--- src/rtl/stage_bus_fifo.sv ---
// Valid/ready packet FIFO between adjacent pipeline stages, with occupancy,
// almost-full hint, flush and sticky protocol-error flags. Optional
// empty-FIFO pass-through is enabled by defining STAGE_BUS_FIFO_BYPASS_EN.
module stage_bus_fifo #(
  parameter int WIDTH             = 64,
  parameter int DEPTH             = 4,
  parameter int ALMOST_FULL_LEVEL = DEPTH - 1,
  parameter bit ASSERT_EN         = 1'b1
) (
  input  logic                       clk,
  input  logic                       reset,
  input  logic                       flush,
  input  logic                       send_valid,
  output logic                       send_ready,
  input  logic [WIDTH-1:0]           send_data,
  output logic                       recv_valid,
  input  logic                       recv_ready,
  output logic [WIDTH-1:0]           recv_data,
  output logic [$clog2(DEPTH+1)-1:0] count,
  output logic                       almost_full,
  output logic                       overflow_err,
  output logic                       underflow_err
);

  localparam int PW = (DEPTH > 1) ? $clog2(DEPTH) : 1;
  localparam int CW = $clog2(DEPTH + 1);

  localparam logic [PW-1:0] LAST_PTR = PW'(DEPTH - 1);
  localparam logic [CW-1:0] FULL_CNT = CW'(DEPTH);
  localparam logic [CW-1:0] AF_CNT   = CW'(ALMOST_FULL_LEVEL);

  // Handshake: a side transfers on a rising edge only when its valid and
  // ready are both high and flush is low. send_ready depends on occupancy
  // only (never on recv_ready); recv_valid never depends on recv_ready.

  logic [WIDTH-1:0] mem [DEPTH];
  logic [PW-1:0]    wr_ptr;
  logic [PW-1:0]    rd_ptr;
  logic             empty;
  logic             bypass;
  logic             bypass_take;
  logic             push;
  logic             pop;

  assign empty      = (count == '0);
  assign send_ready = (count < FULL_CNT);

`ifdef STAGE_BUS_FIFO_BYPASS_EN
  // An empty FIFO presents the incoming packet directly; flush suppresses it.
  assign bypass      = empty && send_valid && !flush;
  assign bypass_take = bypass && recv_ready;
  assign recv_valid  = !empty || bypass;
  assign recv_data   = bypass ? send_data : mem[rd_ptr];
`else
  assign bypass      = 1'b0;
  assign bypass_take = 1'b0;
  assign recv_valid  = !empty;
  assign recv_data   = mem[rd_ptr];
`endif

  assign push = send_valid && send_ready && !flush && !bypass_take;
  assign pop  = !empty && recv_ready && !flush;

  assign almost_full = (count >= AF_CNT);

  function automatic logic [PW-1:0] ptr_inc(input logic [PW-1:0] p);
    return (p == LAST_PTR) ? '0 : p + 1'b1;
  endfunction

  // Storage is deliberately left unreset; only pointers and count qualify it.
  always_ff @(posedge clk) begin
    if (push) begin
      mem[wr_ptr] <= send_data;
    end
  end

  always_ff @(posedge clk or posedge reset) begin
    if (reset) begin
      wr_ptr <= '0;
      rd_ptr <= '0;
      count  <= '0;
    end else if (flush) begin
      wr_ptr <= '0;
      rd_ptr <= '0;
      count  <= '0;
    end else begin
      if (push) begin
        wr_ptr <= ptr_inc(wr_ptr);
      end
      if (pop) begin
        rd_ptr <= ptr_inc(rd_ptr);
      end
      case ({push, pop})
        2'b10:   count <= count + 1'b1;
        2'b01:   count <= count - 1'b1;
        default: count <= count;
      endcase
    end
  end

  // Protocol violations latch until reset; flush neither sets nor clears them.
  always_ff @(posedge clk or posedge reset) begin
    if (reset) begin
      overflow_err  <= 1'b0;
      underflow_err <= 1'b0;
    end else begin
      if (send_valid && !send_ready) begin
        overflow_err <= 1'b1;
      end
      if (recv_ready && !recv_valid) begin
        underflow_err <= 1'b1;
      end
    end
  end

`ifndef SYNTHESIS
  always @(posedge clk) begin
    if (ASSERT_EN && !reset) begin
      assert (!(send_valid && !send_ready))
        else $error("stage_bus_fifo: send_valid while send_ready is low");
      assert (!(recv_ready && !recv_valid))
        else $error("stage_bus_fifo: recv_ready while recv_valid is low");
    end
  end
`endif

endmodule

--- config.mk ---
export PLATFORM = sky130hd
export DESIGN_NAME = stage_bus_fifo
export DESIGN_NICKNAME = d
export VERILOG_FILES = /design/src/rtl/stage_bus_fifo.sv
export SDC_FILE = /design/constraint.sdc
export NUM_CORES = 1
export LEC_CHECK = 0
export BUFFER_PORTS_ARGS = -buffer_cell sky130_fd_sc_hd__buf_2
export CAP_MARGIN = 20
export CORE_MARGIN = 3
export CORE_UTILIZATION = 57
export DETAILED_ROUTE_END_ITERATION = 8
export PLACE_DENSITY = 0.8
export SYNTH_ARGS = -nofsm -noshare
export SYNTH_HDL_FRONTEND = slang
export SYNTH_SLANG_ARGS = --single-unit
--- constraint.sdc ---
create_clock -name clk -period 3.3 [get_ports clk]
set_input_delay 0.33 -clock clk [delete_from_list [all_inputs] [get_ports clk]]
set_output_delay 0.33 -clock clk [all_outputs]
set_load 0.1 [all_outputs]
== Word level (Yosys, flattened, before mapping) ==
Memories as Yosys holds them, arrays and structs flattened.
Index checks and enable logic that the tools add are counted.
Word-level totals
  output and inout port bits: 72
  memories kept: 1
  register bits after elaboration: 9
  word-level logic and storage cells: 39
  memory bits (writable): 256
Memories
  mem: depth 4, width 64, rd ports 1, clocked after Yosys merged registers in 0, wr ports 1, RTL line 36  | logic [WIDTH-1:0] mem [DEPTH];
Operators by class
  multiplexer cells: 10
  equality and inequality tests: 4
  reductions and logical operators: 13
  magnitude comparators: 2
  add/sub/neg operators: 4
Operators by type and width (count)
  $mux 2: 6
  $eq 2x2->1 const B: 3
  $logic_and 1x1->1: 6
  $pmux 3 s2: 1
  $add 2x1->2 const B: 2
  $reduce_bool 2->1: 2
  $add 3x1->3 const B: 1
  $ge 3x2->1 const B: 1
  $logic_not 1->1: 3
  $logic_not 3->1: 1
  $lt 3x3->1 const B: 1
  $mux 3: 1
  $reduce_bool 3->1: 1
  $sub 3x1->3 const B: 1
  $eq 2x1->1 const B: 1
  $mux 1: 2

== Longest topological paths before layout ==
  depth after elaboration: 7
  gate-level depth with buffers: 9
  depth with buffers taken out: 8

== Least setup slack after synthesis ==
Ideal clock, no wire load.
  path kind: reg2reg
  start: register count[2]
  end: memory mem[0][0] (enable)
  setup slack: -22 ps
  stages on the path, launching flop included: 5
  setup time: 429 ps
  path buffers: 1
  arrival time: 2893 ps
  required time: 2871 ps
  cell sequence: dfrtp_1 -> buf_6 -> nand2b_1 -> nor2_1 -> and2_1
Between the ends
  longest elaborated chain between the ends: 5
Ends and longest elaborated chain
  from (decl): RTL line 19  | output logic [$clog2(DEPTH+1)-1:0] count,
  from (signal assigned): RTL line 94  | 2'b10: count <= count + 1'b1;
  from (signal assigned): RTL line 95  | 2'b01: count <= count - 1'b1;
  from (signal assigned): RTL line 96  | default: count <= count;
  $lt 3x3->1: RTL line 46  | assign send_ready = (count < FULL_CNT);
  $logic_and 1x1->1 (2 in series): RTL line 61  | assign push = send_valid && send_ready && !flush && !bypass_take;
  $mux 1: RTL line 72  | if (push) begin
  $mux 1 (not written as such): RTL line 73  | mem[wr_ptr] <= send_data;
  to (decl): RTL line 36
No other way between the ends.

== Worst setup path in the final report ==
  start: register rd_ptr[0]
  end: output port recv_data[37]
Between the ends
  longest elaborated chain between the ends: 1
Ends and longest elaborated chain
  from (decl): RTL line 38  | logic [PW-1:0] rd_ptr;
  from (signal assigned): RTL line 91  | rd_ptr <= ptr_inc(rd_ptr);
  $mem_v2 4x64
  to (decl): RTL line 18  | output logic [WIDTH-1:0] recv_data,
No other way between the ends.

==> metrics.txt <==
wire length on met2 9190 microns; GR Overflow Total 0; slowest cell delay on critical path 0.65 ns; Buf/Inv on CP 2; Main synth FF type edfxtp_1; crit path kind reg -> out; Seq cells post-synth 265; Multi-input gate area 1780 sq um; endpoint class of the critical path output port; root buffer cell clkbuf_16; routed wire length 17900 microns; number of antenna violations at the first check in global routing 2; Top Family by Delay on Critical Path flip-flops; largest net degree at the start of global routing 39; Cell Area, Placed 10800 sq um; share of cells above drive strength 1 0.437; Worst-Margin Slew 0.598 ns; placed cells 752; crit path max-delay cell type dfrtp_4; final max-slew violation count 0; Synth Cell Area 9840 sq um; Pwr per Cell Area 728 nW/um^2; Clock Latency Late Sink 0.52 ns; I/O pins 141; Leak Pwr 4.01 nW; post-synth net total 478; vias in the first global route 5065; CP Max Fanout 38; area growth from synthesis to layout 19.8%; FFs w/ async S/R, synth 0.0340; Syn Inst Count 404; Vias/cell 5.73; FF/Latch Area 7920 sq um; setup violators final 0; # rows 47; filler instances 996; core area 16800 sq um; DRC 0; Final Hold Vio Count 0; Inserted Diodes 0; Vias 4645; Routed Antenna Nets 0; 1st-pass router iterations 4; CP arrival 2.46 ns; Max-cap violations 0; non-filler instance count after layout 810; Yosys Warn Count 0; outcome complete, no violations; length of routed wiring on met1 7230 microns; fin crit share 0.845; sequence of cells on the critical path buf_12, mux4_2, buf_2; area of the die 18900 sq um; port bufs 140; Synth cell types 29; starting density of the core 0.587; wire length per cell 22.1 microns; setup TNS 0 ns; sequential share of the synthesized area 0.804; CTS tree done; nature of the critical path startpoint flop; average cell area after synthesis 24.4 sq um; Routability Congestion 0.730; fin area 11800 sq um; Final Skew 0.0176 ns; Max Clock Freq 359 MHz; Worst Path Required 2.97 ns; Final HPWL DP 10600 microns; clk slew on worst S/H paths 0.06 ns; H-tree lvl count 1; EDFF count, synth 256; DR WL met3 1100 microns; Peak VDD IR 0.000532 V; RSZ-0062 raised after global routing false; drt initial violations 393; global-route wire length before repair 27500 microns; Die W 137 microns; Slew HR 0.601; total track usage 0.194; Final #Nets 646; Num Clock Sinks 265; Worst Hold Class in -> reg; CTS buffer count 27; crit path time final 2.79 ns; Die H 137 microns; Max Used Layer met5; CTS max path bufs 3
## final timing paths
path / slack (ns) / cells after the start / endpoint / start
worst max-delay path: 0.51 / 3 / recv_data[37] / rd_ptr[0]
worst min-delay path: 0.03 / 1 / mem[2][59] / send_data[59]
worst max register to register: 1.09 / 8 / count[2] / count[2]
worst min register to register: 0.46 / 1 / overflow_err / overflow_err
max in group asynchronous: 2.69 / 3 / rd_ptr[1] / reset
min in group asynchronous: 0.32 / 3 / underflow_err / reset
## timing repair
| item | in CTS | in global routing |
|---|---|---|
| buffers inserted | 0 | 0 |
| endpoints found under the setup margin | 0 | 0 |
| hold endpoints to repair | 38 | 4 |
| hold buffers | 10 | 1 |
| resized for setup | 0 | 0 |
## through the flow
step | power (mW) | setup slack, ns | utilization | hold slack, ns
after global placement | 5.73 | 1.04 | 0.646 | 0.308
after floorplan | 5.47 | 0.542 | - | 0.158
final | 8.58 | 0.511 | 0.703 | 0.0284
after CTS | 8.66 | 0.448 | 0.703 | 0.0000979
after detailed placement | 5.77 | 1.02 | 0.646 | 0.317
after global routing | 8.85 | 0.355 | 0.703 | 0.000522
## cell type report
class                   instances  area share
clock inverters                18      0.0144
clock buffers                  29      0.0579
repair buffers                158      0.0796
flip-flops and latches        265       0.672
multi-input cells             115       0.151
well taps                     220      0.0233
inverters                       5     0.00159
## cell usage in the layout, fill, tap and decap left out, types with 2 or more instances in the layout
cell type | synthesis | final
a21oi_1 | 4 | 4
and2_4 | 0 | 4
buf_12 | 0 | 6
buf_2 | 9 | 140
bufinv_16 | 0 | 3
clkbuf_1 | 2 | 2
clkbuf_16 | 0 | 27
clkinv_1 | 0 | 5
clkinv_2 | 0 | 7
dfrtp_1 | 9 | 7
dfrtp_4 | 0 | 2
dlygate4sd3_1 | 0 | 11
edfxtp_1 | 256 | 256
ha_1 | 4 | 4
inv_1 | 5 | 5
inv_6 | 0 | 2
mux4_2 | 64 | 64
nand2_1 | 9 | 9
nand2b_1 | 2 | 2
nand3_1 | 3 | 3
nor2_1 | 6 | 6
o21ai_0 | 4 | 4
xor2_1 | 3 | 3
## routing by layer
| layer | global-route usage | vias to the layer above |
|---|---|---|
| met5 | 0 | - |
| met4 | 0.0460 | 4 |
| met3 | 0.0435 | 30 |
| met2 | 0.325 | 163 |
| met1 | 0.264 | 2414 |
| li1 | - | 2034 |
## state kept, by name (all words and copies together) (netlist names)
| register | cells |
|---|---|
| mem | 256 |
| overflow_err | 1 |
| count | 3 |
| underflow_err | 1 |
| rd_ptr | 2 |
| wr_ptr | 2 |
## logic make-up after synthesis
logic type,Yosys count,share of synthesized area
xor+xnor,4,0.00356
compound gates,13,0.00801
fa+ha+maj,5,0.00712
mux,65,0.147
buf+inv,24,0.0156
simple gates,28,0.0141
flops,265,0.804
## where the power goes
| part | internal [mW] | leakage, nW | switching [mW] |
|---|---|---|---|
| clock network | 1.73 | 0.426 | 1.16 |
| logic | 0.395 | 1.15 | 1.41 |
| registers | 3.82 | 2.43 | 0.0744 |
| total | 5.94 | 4.01 | 2.64 |
## synth_stat cells, types with 3 or more instances
cell | count | area [sq um]
nand2_1 | 9 | 33.8
nor2_1 | 6 | 22.5
nand3_1 | 3 | 15.0
edfxtp_1 | 256 | 7690
and2_1 | 4 | 25.0
mux4_2 | 64 | 1440
xor2_1 | 3 | 26.3
dfrtp_1 | 9 | 225
ha_1 | 4 | 50.1
inv_1 | 5 | 18.8
a21oi_1 | 4 | 20.0
buf_6 | 6 | 67.6
o21ai_0 | 4 | 20.0
buf_2 | 9 | 45.0
No activity file was read; power rests on OpenSTA's default activity.
